<file path="config.mk">
export PLATFORM = sky130hd
export DESIGN_NAME = fpro_bus_master
export DESIGN_NICKNAME = d
export VERILOG_FILES = /design/src/rtl/fpro_bus_master.sv
export SDC_FILE = /design/constraint.sdc
export NUM_CORES = 1
export LEC_CHECK = 0
export BUFFER_PORTS_ARGS = -buffer_cell sky130_fd_sc_hd__clkbuf_2
export CAP_MARGIN = 0
export CORE_AREA = 3 3 209 211
export DETAILED_ROUTE_END_ITERATION = 8
export DIE_AREA = 0 0 212 214
export PLACE_DENSITY = 0.68
export SYNTH_ARGS = -nofsm -noshare
export SYNTH_HDL_FRONTEND = slang
export SYNTH_SLANG_ARGS = --single-unit
</file>
<file path="constraint.sdc">
create_clock -name clk -period 9.14 [get_ports clk]
set_input_delay 1.828 -clock clk [delete_from_list [all_inputs] [get_ports clk]]
set_output_delay 1.828 -clock clk [all_outputs]
set_load 0.01 [all_outputs]
</file>
<file path="src/rtl/fpro_bus_master.sv">
// FPro bus initiator: queued single-word read/write commands, each issued as a
// one-cycle bus strobe, with read data returned on a valid/ready response port.
module fpro_bus_master #(
  parameter int FIFO_DEPTH = 8
) (
  input  logic        clk,
  input  logic        reset,
  input  logic        cmd_valid,
  output logic        cmd_ready,
  input  logic        cmd_wr,
  input  logic [21:0] cmd_addr,
  input  logic [31:0] cmd_data,
  output logic        rsp_valid,
  input  logic        rsp_ready,
  output logic [31:0] rsp_data,
  output logic        fp_mmio_cs,
  output logic        fp_video_cs,
  output logic        fp_wr,
  output logic        fp_rd,
  output logic [20:0] fp_addr,
  output logic [31:0] fp_wr_data,
  input  logic [31:0] fp_rd_data,
  output logic        idle,
  output logic [15:0] txn_count
);

  localparam int AW = $clog2(FIFO_DEPTH);
  localparam logic [AW:0]   CNT_FULL = (AW+1)'(FIFO_DEPTH);
  localparam logic [AW:0]   CNT_ONE  = (AW+1)'(1);
  localparam logic [AW-1:0] PTR_ONE  = AW'(1);

  typedef struct packed {
    logic        wr;
    logic [21:0] addr;
    logic [31:0] data;
  } cmd_t;

  typedef enum logic [1:0] {IDLE, ISSUE, RESP} state_t;

  cmd_t          fifo_mem [FIFO_DEPTH];
  cmd_t          head;
  logic [AW-1:0] wr_ptr, rd_ptr;
  logic [AW:0]   count;
  logic          push, pop;
  state_t        state, state_nxt;

  assign cmd_ready = (count != CNT_FULL);
  assign push      = cmd_valid & cmd_ready;
  assign head      = fifo_mem[rd_ptr];
  assign idle      = (count == '0) && (state == IDLE) && !rsp_valid;

  always_ff @(posedge clk) begin
    if (push) fifo_mem[wr_ptr] <= '{wr: cmd_wr, addr: cmd_addr, data: cmd_data};
  end

  always_ff @(posedge clk) begin
    if (reset) begin
      wr_ptr <= '0;
      rd_ptr <= '0;
      count  <= '0;
    end else begin
      if (push) wr_ptr <= wr_ptr + PTR_ONE;
      if (pop)  rd_ptr <= rd_ptr + PTR_ONE;
      case ({push, pop})
        2'b10:   count <= count + CNT_ONE;
        2'b01:   count <= count - CNT_ONE;
        default: count <= count;
      endcase
    end
  end

  always_ff @(posedge clk) begin
    if (reset) state <= IDLE;
    else       state <= state_nxt;
  end

  always_comb begin
    state_nxt = state;
    pop       = 1'b0;
    case (state)
      IDLE: begin
        if (count != '0) begin
          pop       = 1'b1;
          state_nxt = ISSUE;
        end
      end
      ISSUE:   state_nxt = fp_rd ? RESP : IDLE;
      RESP:    if (rsp_ready) state_nxt = IDLE;
      default: state_nxt = IDLE;
    endcase
  end

  // Bus outputs are loaded on the pop edge so the strobe lines up with ISSUE;
  // the strobe registers themselves remember the command type during ISSUE.
  always_ff @(posedge clk) begin
    if (reset) begin
      fp_mmio_cs  <= 1'b0;
      fp_video_cs <= 1'b0;
      fp_wr       <= 1'b0;
      fp_rd       <= 1'b0;
      fp_addr     <= '0;
      fp_wr_data  <= '0;
      rsp_valid   <= 1'b0;
      rsp_data    <= '0;
      txn_count   <= '0;
    end else if (pop) begin
      fp_addr     <= head.addr[20:0];
      fp_wr_data  <= head.data;
      fp_wr       <= head.wr;
      fp_rd       <= ~head.wr;
      fp_mmio_cs  <= ~head.addr[21];
      fp_video_cs <= head.addr[21];
      txn_count   <= txn_count + 16'd1;
    end else if (state == ISSUE) begin
      fp_mmio_cs  <= 1'b0;
      fp_video_cs <= 1'b0;
      fp_wr       <= 1'b0;
      fp_rd       <= 1'b0;
      if (fp_rd) begin
        rsp_valid <= 1'b1;
        rsp_data  <= fp_video_cs ? '0 : fp_rd_data;
      end
    end else if (state == RESP && rsp_ready) begin
      rsp_valid <= 1'b0;
    end
  end

endmodule

</file>
==> flow_summary.rst, run 1 <==
.. list-table::
   :header-rows: 1

   * - Metric
     - Value
   * - Largest cells by area after synthesis
     - edfxtp_1 (63%), mux4_2 (12%), dfxtp_1 (12%)
   * - PwrDens
     - 277 mW/mm2
   * - Reg2reg end
     - count[3]
   * - Count of maximum capacitance violations
     - 0
   * - DRC
     - 0
   * - TritonCTS clock tree
     - done
   * - Cell count after synthesis
     - 1143
   * - Top cell type by total area after synthesis
     - edfxtp_1
   * - Net switching component of the power
     - 0.00181 W
   * - Syn-to-layout area delta
     - 16.2%
   * - Net Sw Frac
     - 27.0%
   * - Setup violation total in the final timing report
     - 0
   * - DRC violation total after the first TritonRoute iteration
     - 880
   * - Number of vias in the routed layout
     - 10850
   * - Synthesized area per cell
     - 18.2 um2
   * - CP Cell Sequence
     - or4_4 > nor4_1 > clkbuf_2
   * - Startpoint of the lowest-slack register-to-register path
     - count[0]
   * - Vias in the first global route
     - 11368
   * - Final Core Density
     - 57.6%
   * - Weighted congestion reported at the end of routability-driven placement
     - 0.705
   * - Warnings, synthesis
     - 0
   * - CTS Sinks
     - 561
   * - Seq. cell area
     - 0.0156 mm2
   * - Main flop type after synthesis
     - edfxtp_1
   * - Worst path arrival time
     - 2.01 ns
   * - Leading cell types in the layout, fill and taps excluded
     - edfxtp_1 (440), clkbuf_2 (197), dfxtp_1 (119), mux4_2 (110), nor2_1 (73)
   * - Measured slew at the worst slew-check pin
     - 1.25 ns
   * - Source of the worst hold timing path
     - rsp_data[12]
   * - Seq pwr share
     - 47.1%
   * - Number of hold violations in the final report
     - 0
   * - Slack of the worst reg-to-reg path
     - 6.10 ns
   * - Distinct cells, synth
     - 50
   * - Int Power
     - 0.00489 W
   * - Standby leakage power
     - 8.14 nW
   * - Cell Area, Synth
     - 0.0208 mm2
   * - Number of filler instances in the final layout
     - 3131
   * - Clock transition at path regs
     - 0.06 ns
   * - Number of pins exceeding their max-slew limit in the final report
     - 0
   * - Total setup buffers inserted after CTS
     - 0
   * - Ports
     - 199
   * - Ys async rst share
     - 0%
   * - Peak supply drop
     - 0.000210 V
   * - Commonest non-fill, non-tap cell in the layout
     - edfxtp_1
   * - Fraction of power consumed by combinational cells
     - 18.7%
   * - Total negative slack for setup checks
     - 0 ns
   * - Die ar.
     - 0.0454 mm2
   * - Number of enable flip-flop cells after synthesis
     - 440
   * - Reg2Reg Depth
     - 8
   * - Detail-routed via count per cell
     - 5.61
   * - Share of final-layout standard cells stronger than drive strength 1
     - 32.4%
   * - Share of power burned in the clock network
     - 34.2%
   * - Row count
     - 75
   * - Hold-critical path endpoint
     - rsp_data[12]
   * - Share of synthesized area occupied by flip-flops and latches
     - 75.1%
   * - Status
     - finished clean
   * - Root Driver
     - clkbuf_16
   * - Path category of the worst min-delay check
     - reg -> reg
   * - Wire length after detailed routing
     - 41.5 mm
   * - Standard cell core area
     - 0.0419 mm2
   * - Largest clock skew in the final design
     - 0.0240 ns
   * - Initial core utilization
     - 49.6%
   * - Initial antenna violation count
     - 5
   * - Routed wirelength normalized by instance count
     - 21.5 um
   * - Number of buffers added to fix hold violations after cts
     - 0
   * - Final net count
     - 1442
   * - Startpoint kind of the worst setup timing path
     - flip-flop
   * - Required time reported for the critical path endpoint
     - 7.31 ns
   * - Portion of the clock cycle consumed by the worst path in the final layout
     - 42.0%
   * - Htree depth
     - 2
   * - Crit path time final
     - 3.84 ns
   * - Later-pin clock latency in the skew report
     - 0.61 ns
   * - Unrepaired setup endpoints after global routing
     - no
   * - Maximum fanout encountered on the critical timing path
     - 13
   * - Number of nets in the synthesized netlist
     - 1240
   * - Maximum number of pins on one net before global-route repair
     - 76
   * - Overall die width
     - 212 um
   * - Combined global-route utilization of all metal layers
     - 18.4%
   * - PostCTS Resize Cnt
     - 0
   * - Global-route wire length before repair
     - 64.9 mm
   * - Number of synthesized register bits
     - 561
   * - Antenna-violating nets left
     - 0
   * - Highest attainable clock frequency
     - 260 MHz
   * - Die height
     - 214 um
   * - Share of the synthesized area in the top cell type
     - 63.5%
   * - CTS Buf Count
     - 55
   * - Combined area of the multi-input logic cells
     - 0.00483 mm2
   * - Count of buffers inserted at the top-level ports
     - 198
   * - Maximum number of buffers from clock root to sink
     - 3
   * - Critical Path Slowest Stage Cell
     - or4_4
   * - Worst relative slew slack
     - 16.5%
   * - Overflow left after global routing
     - 0
   * - Number of cells on the worst hold path
     - 2
   * - Largest stage delay, worst path
     - 0.65 ns
   * - Endpoint kind of the worst setup timing path
     - output port
   * - Worst Setup Path Type
     - reg -> out
   * - Router iterations before antenna repair
     - 5
   * - HPWL after detailed placement
     - 24.0 mm
per-layer routing:
| layer | wire length [um] | GRT usage, % |
|---|---|---|
| met1 | 17500 | 24.4 |
| met2 | 20700 | 31.0 |
| met3 | 2320 | 3.50 |
| met4 | 925 | 5.92 |
| met5 | 47 | 0 |
worst max-delay path, delay by kind of cell (launching register included):
family | cells | cell delay, ns
flip-flops | 1 | 0.35
buffers and inverters | 1 | 0.19
AND/OR/NAND/NOR | 2 | 0.87
cells by family (layout without fill, tap and decap cells):
kind of cell / count (synthesis) / in the layout / share of synthesized area, %
buffers and inverters: 73 / 322 / 1.94
other: 0 / 2 / 0
AOI/OAI and AO/OA: 118 / 118 / 3.26
DFF: 561 / 561 / 75.1
and+or+nand+nor: 257 / 257 / 6.62
muxes: 114 / 114 / 12.1
xor gates and xnor gates: 14 / 14 / 0.589
adders and majority gates: 6 / 6 / 0.361
final cells by class:
class	instances	area share, %
Inverter	3	0.0466
Antenna cell	2	0.0207
Tap cell	539	2.79
Clock inverter	17	0.787
Sequential cell	561	64.7
Clock buffer	87	7.07
Multi-Input combinational cell	509	20.0
Timing Repair Buffer	215	4.64
worst max path at each step:
| stage | endpoint | from | slack (ns) |
|---|---|---|---|
| 6_report | idle | count[0] | 5.30 |
| 4_1_cts | idle | count[0] | 5.24 |
| 2_1_floorplan | fifo_mem[0][0] | cmd_valid | 1.38 |
| 5_1_grt | idle | count[0] | 5.19 |
| 3_3_place_gp | fifo_mem[2][23] | cmd_valid | 5.04 |
| 3_5_place_dp | fifo_mem[2][25] | cmd_valid | 5.01 |
cells in the mapped netlist (all sizes together), types with 2 or more instances:
master / n
a21o: 2
a21oi: 48
a22o: 2
and4: 2
buf: 30
clkbuf: 40
dfxtp: 121
edfxtp: 440
ha: 6
inv: 3
mux2: 2
mux2i: 2
mux4: 110
nand2: 46
nand2b: 3
nand3: 10
nand3b: 33
nand4: 5
nor2: 78
nor2b: 2
nor3: 59
nor4: 2
o21ai: 10
o22ai: 53
o31ai: 2
or3: 8
or4: 2
xnor2: 3
xor2: 11
power by group through the flow:
stage          Combinational, W  Clock [W]  Sequential, W
2_1_floorplan          0.000934          0        0.00319
3_3_place_gp            0.00126          0        0.00321
3_5_place_dp            0.00128          0        0.00322
4_1_cts                 0.00129    0.00235        0.00317
5_1_grt                 0.00138    0.00245        0.00320
6_report                0.00126    0.00229        0.00316
state kept, by name (all words and copies together), names as in the netlist, named ones only:
register / flops
txn_count: 16
fp_rd: 1
fp_addr: 21
state: 2
fp_mmio_cs: 1
rsp_data: 32
fifo_mem: 440
rsp_valid: 1
fp_wr_data: 32
fp_video_cs: 1
wr_ptr: 3
rd_ptr: 3
count: 4
fp_wr: 1
metrics by stage:
| step | worst slack (ns) | cell area, um2 | power, W | std cells | hold WS [ns] |
|---|---|---|---|---|---|
| 5_1_grt | 5.19 | 24200 | 0.00703 | 1933 | 0.467 |
| 3_3_place_gp | 5.04 | 22300 | 0.00447 | 1827 | 0.437 |
| 2_1_floorplan | 1.38 | 20800 | 0.00412 | 1143 | 0.454 |
| 3_5_place_dp | 5.01 | 22300 | 0.00450 | 1827 | 0.445 |
| 4_1_cts | 5.24 | 24200 | 0.00680 | 1931 | 0.453 |
| 6_report | 5.30 | 24200 | 0.00671 | 1933 | 0.451 |
No activity file was read; power rests on OpenSTA's default activity.
==> run 2: changes to the inputs <==
- clock period: 9.14 -> 3.71 ns (I/O delays scaled with it)
==> run 2 against run 1 <==
  * Total power up 140%
  * Sequential share of layout area up 0.35 points
  * First-iteration DRC count down 7.2%
  * Routed wire length up 4.8%
  * Clock skew down 0.010 ns
  * Critical path type is now reg -> reg
==> flow_summary.rst, run 2 (synthesis results as in run 1) <==
.. list-table::
   :header-rows: 1

   * - Metric
     - Value
   * - Status
     - finished clean
   * - Pre-CTS WS
     - 0.919 ns (-4.09 ns)
   * - Detail-routed via count per cell
     - 5.68 (+1.1%)
   * - Peak supply drop
     - 0.000444 V (+110%)
   * - Worst path buffer plus inverter count
     - 1 (unchanged)
   * - Path category of the worst min-delay check
     - in -> reg
   * - Worst setup margin
     - 0.888 ns (-4.41 ns)
   * - Setup violation total in the final timing report
     - 0 (unchanged)
   * - Worst path arrival time
     - 3.33 ns (+1.32 ns)
   * - Required time reported for the critical path endpoint
     - 4.22 ns (-3.09 ns)
   * - Later-pin clock latency in the skew report
     - 0.58 ns (-0.03 ns)
   * - Unrepaired setup endpoints after global routing
     - no
   * - Htree depth
     - 2 (unchanged)
   * - Root Driver
     - clkbuf_16
   * - Total negative slack for setup checks
     - 0 ns (unchanged)
   * - Count of buffers inserted at the top-level ports
     - 198 (unchanged)
   * - Portion of the clock cycle consumed by the worst path in the final layout
     - 76.1%
   * - Antenna-violating nets left
     - 0 (unchanged)
   * - Final Core Density
     - 57.3% (-0.31 points)
   * - Router iterations before antenna repair
     - 6 (+1)
   * - Crit path time final
     - 2.82 ns
   * - Highest attainable clock frequency
     - 354 MHz
   * - Global-route wire length before repair
     - 67.0 mm (+3.3%)
   * - Critical Path Slowest Stage Cell
     - or4_4
   * - Syn-to-layout area delta
     - 15.6%
   * - Max FFs per register
     - 440 (unchanged)
   * - Number of buffers added to fix hold violations after cts
     - 0 (unchanged)
   * - TritonCTS clock tree
     - done
   * - CP Cell Sequence
     - or4_4 > nand2_1 > inv_2 > ha_1 > xor2_1 > ha_1 > a21oi_1 > xor2_1 > or3_1 > a21oi_1
   * - Initial antenna violation count
     - 6 (+1)
   * - Leading cell types in the layout, fill and taps excluded
     - edfxtp_1 (440), clkbuf_2 (197), dfxtp_1 (119), mux4_2 (110), nor2_1 (73)
   * - Standby leakage power
     - 8.06 nW (-0.97%)
   * - Die ar.
     - 0.0454 mm2 (unchanged)
   * - Commonest non-fill, non-tap cell in the layout
     - edfxtp_1
   * - Routed wirelength normalized by instance count
     - 22.5 um (+4.6%)
   * - Standard cell core area
     - 0.0419 mm2 (unchanged)
   * - Endpoint kind of the worst setup timing path
     - flip-flop
   * - Number of pins exceeding their max-slew limit in the final report
     - 0 (unchanged)
   * - Gate family responsible for the most delay along the worst path
     - simple AND/OR/NAND/NOR gates
   * - Cell Area, Placed
     - 0.0224 mm2 (+0.65%)
   * - Count of maximum capacitance violations
     - 0 (unchanged)
   * - Measured slew at the worst slew-check pin
     - 1.23 ns (-0.0259 ns)
   * - Final net count
     - 1451 (+0.62%)
   * - Top Registers
     - fifo_mem x440, fp_wr_data x32, rsp_data x32
   * - Startpoint kind of the worst setup timing path
     - flip-flop
   * - Final cell area excluding filler cells
     - 0.0241 mm2 (-0.54%)
   * - Most flop-heavy register
     - fifo_mem
   * - Combined global-route utilization of all metal layers
     - 19.3% (+0.88 points)
   * - Row count
     - 75 (unchanged)
   * - Number of vias in the routed layout
     - 10994 (+1.3%)
   * - DRC
     - 0 (unchanged)
   * - Worst Setup Path Type
     - reg -> reg
   * - DRC violation total after the first TritonRoute iteration
     - 817 (-7.2%)
   * - Ports
     - 199 (unchanged)
   * - Maximum fanout encountered on the critical timing path
     - 13 (unchanged)
   * - Overall die width
     - 212 um (unchanged)
   * - Detail Route met3 WL
     - 2.66 mm (+14%)
   * - Wire length on met1
     - 19.0 mm (+8.3%)
   * - Clock transition at path regs
     - 0.06 ns (about the same)
   * - Worst relative slew slack
     - 18.2% (+1.7 points)
   * - Share of final-layout standard cells stronger than drive strength 1
     - 31.6% (-0.79 points)
   * - Largest clock skew in the final design
     - 0.0139 ns (-0.0100 ns)
   * - PwrDens
     - 667 mW/mm2 (+140%)
   * - Overflow left after global routing
     - 0 (unchanged)
   * - HPWL after detailed placement
     - 23.9 mm (-0.29%)
   * - CTS Sinks
     - 561 (unchanged)
   * - Number of hold violations in the final report
     - 0 (unchanged)
   * - Overall Power
     - 0.0160 W (+140%)
   * - Initial core utilization
     - 49.6% (unchanged)
   * - CTS Buf Count
     - 55 (unchanged)
   * - Vias in the first global route
     - 11238 (-1.1%)
   * - Die height
     - 214 um (unchanged)
   * - Met2 WL
     - 20.9 mm (+1.0%)
   * - Total setup buffers inserted after CTS
     - 0 (unchanged)
   * - PostCTS Resize Cnt
     - 0 (unchanged)
   * - Wire length after detailed routing
     - 43.5 mm (+4.8%)
   * - Highest metal layer with signal wires
     - met5
   * - Maximum number of pins on one net before global-route repair
     - 54 (-29%)
   * - Largest stage delay, worst path
     - 0.65 ns (about the same)
   * - Weighted congestion reported at the end of routability-driven placement
     - 0.713 (+1.2%)
   * - Maximum number of buffers from clock root to sink
     - 3 (unchanged)
run 2: cell types whose count changed in the layout (fill, tap and decap cells not counted), moves of 2 or more:
cell	change
buf_12	+5
buf_4	+4
bufinv_16	-2
clkbuf_1	+11
clkbuf_16	-3
clkbuf_8	-9
clkinv_1	+2
clkinv_8	-2
clkinvlp_4	-2
run 2: power breakdown:
group	leakage [nW]	internal [W]	total (W)	switching (W)
Clock	0.786	0.00286	0.00504	0.00219
Combinational	2.28	0.00140	0.00327	0.00186
Sequential	4.99	0.00737	0.00772	0.000345
Total	8.06	0.0116	0.0160	0.00439
run 2: final timing paths:
| kind | from | to | slack [ns] | cells past startpoint |
|---|---|---|---|---|
| max reg2reg | count[0] | count[2] | 0.89 | 10 |
| min | fp_rd_data[8] | rsp_data[8] | 0.42 | 3 |
| min reg2reg | rsp_data[22] | rsp_data[22] | 0.45 | 2 |
| max | count[0] | count[2] | 0.89 | 10 |
run 2: cell type report:
class / count / area, um2
antenna: 3 / 7.51
timing repair buffer: 224 / 1250
fill: 3204 / 17900
clock inverter: 12 / 70.1
inverter: 3 / 11.3
tap: 539 / 674
clock buffer: 86 / 1550
multi-input combinational: 509 / 4840
sequential: 561 / 15600
run 2: worst reg2reg max path, delay by kind of cell, from the launching register on:
| kind | cells | cell delay, ns |
|---|---|---|
| adders and majority gates | 2 | 0.49 |
| AOI/OAI and AO/OA | 2 | 0.29 |
| DFF | 1 | 0.35 |
| xor gates and xnor gates | 2 | 0.26 |
| and+or+nand+nor | 3 | 1.18 |
| buffers and inverters | 1 | 0.18 |
run 2: stage by stage:
stage               hold slack, ns  std cells
finish                       0.418       1937
global route                 0.415       1935
CTS                          0.382       1934
detailed placement           0.445       1836
global placement             0.437       1836
floorplan                    0.454       1143
run 2: metal layers:
layer	up-vias	GRT usage [%]
li1	4972	-
met1	5656	27.2
met2	285	30.7
met3	75	4.19
met4	6	5.65
met5	-	0
==> run 3: changes to the inputs <==
- PLACE_DENSITY: 0.68 -> 0.71
- clock period: 3.71 -> 2.4 ns (I/O delays scaled with it)
==> run 3 against run 2 <==
  * The flow now finishes with violations (setup timing)
  * Non-clock buffer count is 21 higher
  * Sequential share of layout area is 1.7 points lower
  * Count of clock-buffer cells in the layout is 8 lower
  * Largest cell class unchanged
  * Critical path depth is 6 lower
==> flow_summary.rst, run 3 (synthesis results as in run 1) <==
.. list-table::
   :header-rows: 1

   * - Metric
     - Value
   * - Ports
     - 199 (unchanged)
   * - Final cell area excluding filler cells
     - 0.0247 mm2 (+2.8%)
   * - Global-route wire length before repair
     - 67.8 mm (+1.1%)
   * - Overall die width
     - 212 um (unchanged)
   * - Overflow left after global routing
     - 0 (unchanged)
   * - Worst Setup Path Type
     - reg -> out
   * - Leading cell types in the layout, fill and taps excluded
     - edfxtp_1 (440), clkbuf_2 (196), dfxtp_1 (116), mux4_2 (110), nor2_1 (73)
   * - Worst path arrival time
     - 1.92 ns (-1.41 ns)
   * - Number of pins exceeding their max-slew limit in the final report
     - 0 (unchanged)
   * - Cell Area, Placed
     - 0.0228 mm2 (+1.6%)
   * - Slack of the worst reg-to-reg path
     - 0.06 ns (-0.83 ns)
   * - Startpoint of the lowest-slack register-to-register path
     - count[0]
   * - Detail-routed via count per cell
     - 5.67 (about the same)
   * - Clock transition at path regs
     - 0.07 ns (about the same)
   * - Standard cell core area
     - 0.0419 mm2 (unchanged)
   * - Placed Cells
     - 1854 (+0.98%)
   * - Combined area of the multi-input logic cells
     - 0.00493 mm2 (+1.9%)
   * - Total negative slack for setup checks
     - -0.00320 ns (-0.00320 ns)
   * - Unrepaired setup endpoints after global routing
     - yes
   * - Source of the worst hold timing path
     - fp_rd_data[10]
   * - Number of cells on the worst hold path
     - 3 (unchanged)
   * - Routed wirelength normalized by instance count
     - 22.1 um (-1.8%)
   * - PwrDens
     - 1050 mW/mm2 (+58%)
   * - Worst relative slew slack
     - 50.5% (+32 points)
   * - Syn-to-layout area delta
     - 18.8%
   * - Peak supply drop
     - 0.000804 V (+81%)
   * - Router iterations before antenna repair
     - 8 (+2)
   * - Path category of the worst min-delay check
     - in -> reg
   * - Number of filler instances in the final layout
     - 3023 (-5.6%)
   * - Hold-critical path endpoint
     - rsp_data[10]
   * - Crit path time final
     - 2.40 ns
   * - Violated checks
     - setup timing
   * - Die ar.
     - 0.0454 mm2 (unchanged)
   * - Final net count
     - 1472 (+1.4%)
   * - Initial antenna violation count
     - 7 (+1)
   * - Later-pin clock latency in the skew report
     - 0.61 ns (+0.03 ns)
   * - Die height
     - 214 um (unchanged)
   * - Count of maximum capacitance violations
     - 0 (unchanged)
   * - Reg2Reg Depth
     - 9 (-1)
   * - Count of buffers inserted at the top-level ports
     - 198 (unchanged)
   * - Standby leakage power
     - 8.33 nW (+3.4%)
   * - Status
     - finished with violations
   * - Startpoint kind of the worst setup timing path
     - flip-flop
   * - CTS Buf Count
     - 55 (unchanged)
   * - Vias in the first global route
     - 11653 (+3.7%)
   * - DRC
     - 0 (unchanged)
   * - Endpoint kind of the worst setup timing path
     - output port
   * - Reg2reg end
     - count[2]
   * - Commonest non-fill, non-tap cell in the layout
     - edfxtp_1
   * - Highest attainable clock frequency
     - 416 MHz
   * - Weighted congestion reported at the end of routability-driven placement
     - 0.746 (+4.6%)
   * - Portion of the clock cycle consumed by the worst path in the final layout
     - 100%
   * - Required time reported for the critical path endpoint
     - 1.92 ns (-2.30 ns)
   * - Top Registers
     - fifo_mem x440, fp_wr_data x32, rsp_data x32
   * - Post-Route Hold Slack
     - 0.131 ns (-0.287 ns)
   * - Htree depth
     - 2 (unchanged)
   * - Share of final-layout standard cells stronger than drive strength 1
     - 33.9% (+2.3 points)
   * - Initial core utilization
     - 49.6% (unchanged)
   * - Row count
     - 75 (unchanged)
   * - Number of buffers added to fix hold violations after cts
     - 0 (unchanged)
   * - Max FFs per register
     - 440 (unchanged)
   * - Maximum number of pins on one net before global-route repair
     - 50 (-7.4%)
   * - Seq. cell area
     - 0.0156 mm2 (about the same)
   * - CTS Sinks
     - 561 (unchanged)
   * - Largest clock skew in the final design
     - 0.0238 ns (+0.00988 ns)
   * - HPWL after detailed placement
     - 25.0 mm (+4.3%)
   * - Number of vias in the routed layout
     - 11156 (+1.5%)
   * - Most flop-heavy register
     - fifo_mem
   * - Combined global-route utilization of all metal layers
     - 19.3% (about the same)
   * - Maximum number of buffers from clock root to sink
     - 3 (unchanged)
   * - Measured slew at the worst slew-check pin
     - 0.741 ns (-0.485 ns)
   * - Number of standard cells in the final layout excluding fillers
     - 1967 (+1.5%)
   * - TritonCTS clock tree
     - done
   * - DRC violation total after the first TritonRoute iteration
     - 882 (+8.0%)
   * - Antenna-violating nets left
     - 0 (unchanged)
   * - Number of hold violations in the final report
     - 0 (unchanged)
   * - Wire length after detailed routing
     - 43.4 mm (-0.25%)
   * - Worst setup margin
     - -0.00320 ns (-0.891 ns)
   * - Setup violation total in the final timing report
     - 1 (+1)
   * - Root Driver
     - clkbuf_16
   * - Maximum fanout encountered on the critical timing path
     - 3 (-10)
-- run 3: cell types whose count changed in the layout (fill, tap and decap cells not counted), sizes merged --
| cell | before | now |
|---|---|---|
| clkbuf | 283 | 274 |
| clkinvlp | 2 | 4 |
| diode | 3 | 7 |
| clkinv | 9 | 15 |
| buf | 27 | 49 |
| bufinv | 0 | 5 |
-- run 3: how the worst max path moves through the flow --
stage / startpoint / to / slack [ns] / cells after the start
floorplan: count[1] / fifo_mem[0][0] / -0.61 / 5
global placement: count[3] / count[2] / 0.13 / 10
detailed placement: count[3] / count[2] / 0.08 / 10
CTS: count[1] / idle / -0.07 / 4
global route: count[3] / idle / -0.08 / 4
finish: count[3] / idle / -0.003 / 4
-- run 3: layout make-up --
type | instances | area share, %
sequential | 561 | 63.3
multi-input combinational | 509 | 20.0
timing repair buffer | 245 | 6.51
clock buffer | 78 | 6.24
tap | 539 | 2.73
clock inverter | 25 | 1.15
antenna | 7 | 0.0709
inverter | 3 | 0.0456
-- run 3: what timing repair did --
| action | in CTS | in global routing |
|---|---|---|
| gates resized for setup | 5 | 8 |
| buffers inserted | 1 | 2 |
| pin swaps | 1 | 3 |
| endpoints found under the setup margin | 1 | 39 |
-- run 3: metal layers --
layer  GRT usage, %  up-vias  share of wire [%]  wire length (um)
li1               -     5022                  -                 -
met1           25.8     5722                 42             18200
met2           31.8      334                 49             21500
met3           4.28       76                6.4              2780
met4           6.16        2                2.2               963
met5              0        -              0.046                20
-- run 3: stage by stage --
stage          power (W)  setup slack (ns)  util (%)
2_1_floorplan     0.0157            -0.610         -
3_3_place_gp      0.0175             0.126      54.3
3_5_place_dp      0.0176            0.0764      54.3
4_1_cts           0.0262           -0.0686      58.8
5_1_grt           0.0272           -0.0819      58.9
6_report          0.0260          -0.00320      58.9
-- run 3: critical path, stage by stage (launching register included) --
cell and delay, ns:
dfxtp_2 0.33, or4_4 0.57, buf_12 0.15, nor4_4 0.11, buf_2 0.17
-- run 3: report_power, final --
part / internal [W] / switching [W] / leakage, nW
logic: 0.00250 / 0.00311 / 2.46
clock network: 0.00503 / 0.00356 / 0.882
registers: 0.0114 / 0.000432 / 4.99
total: 0.0189 / 0.00711 / 8.33
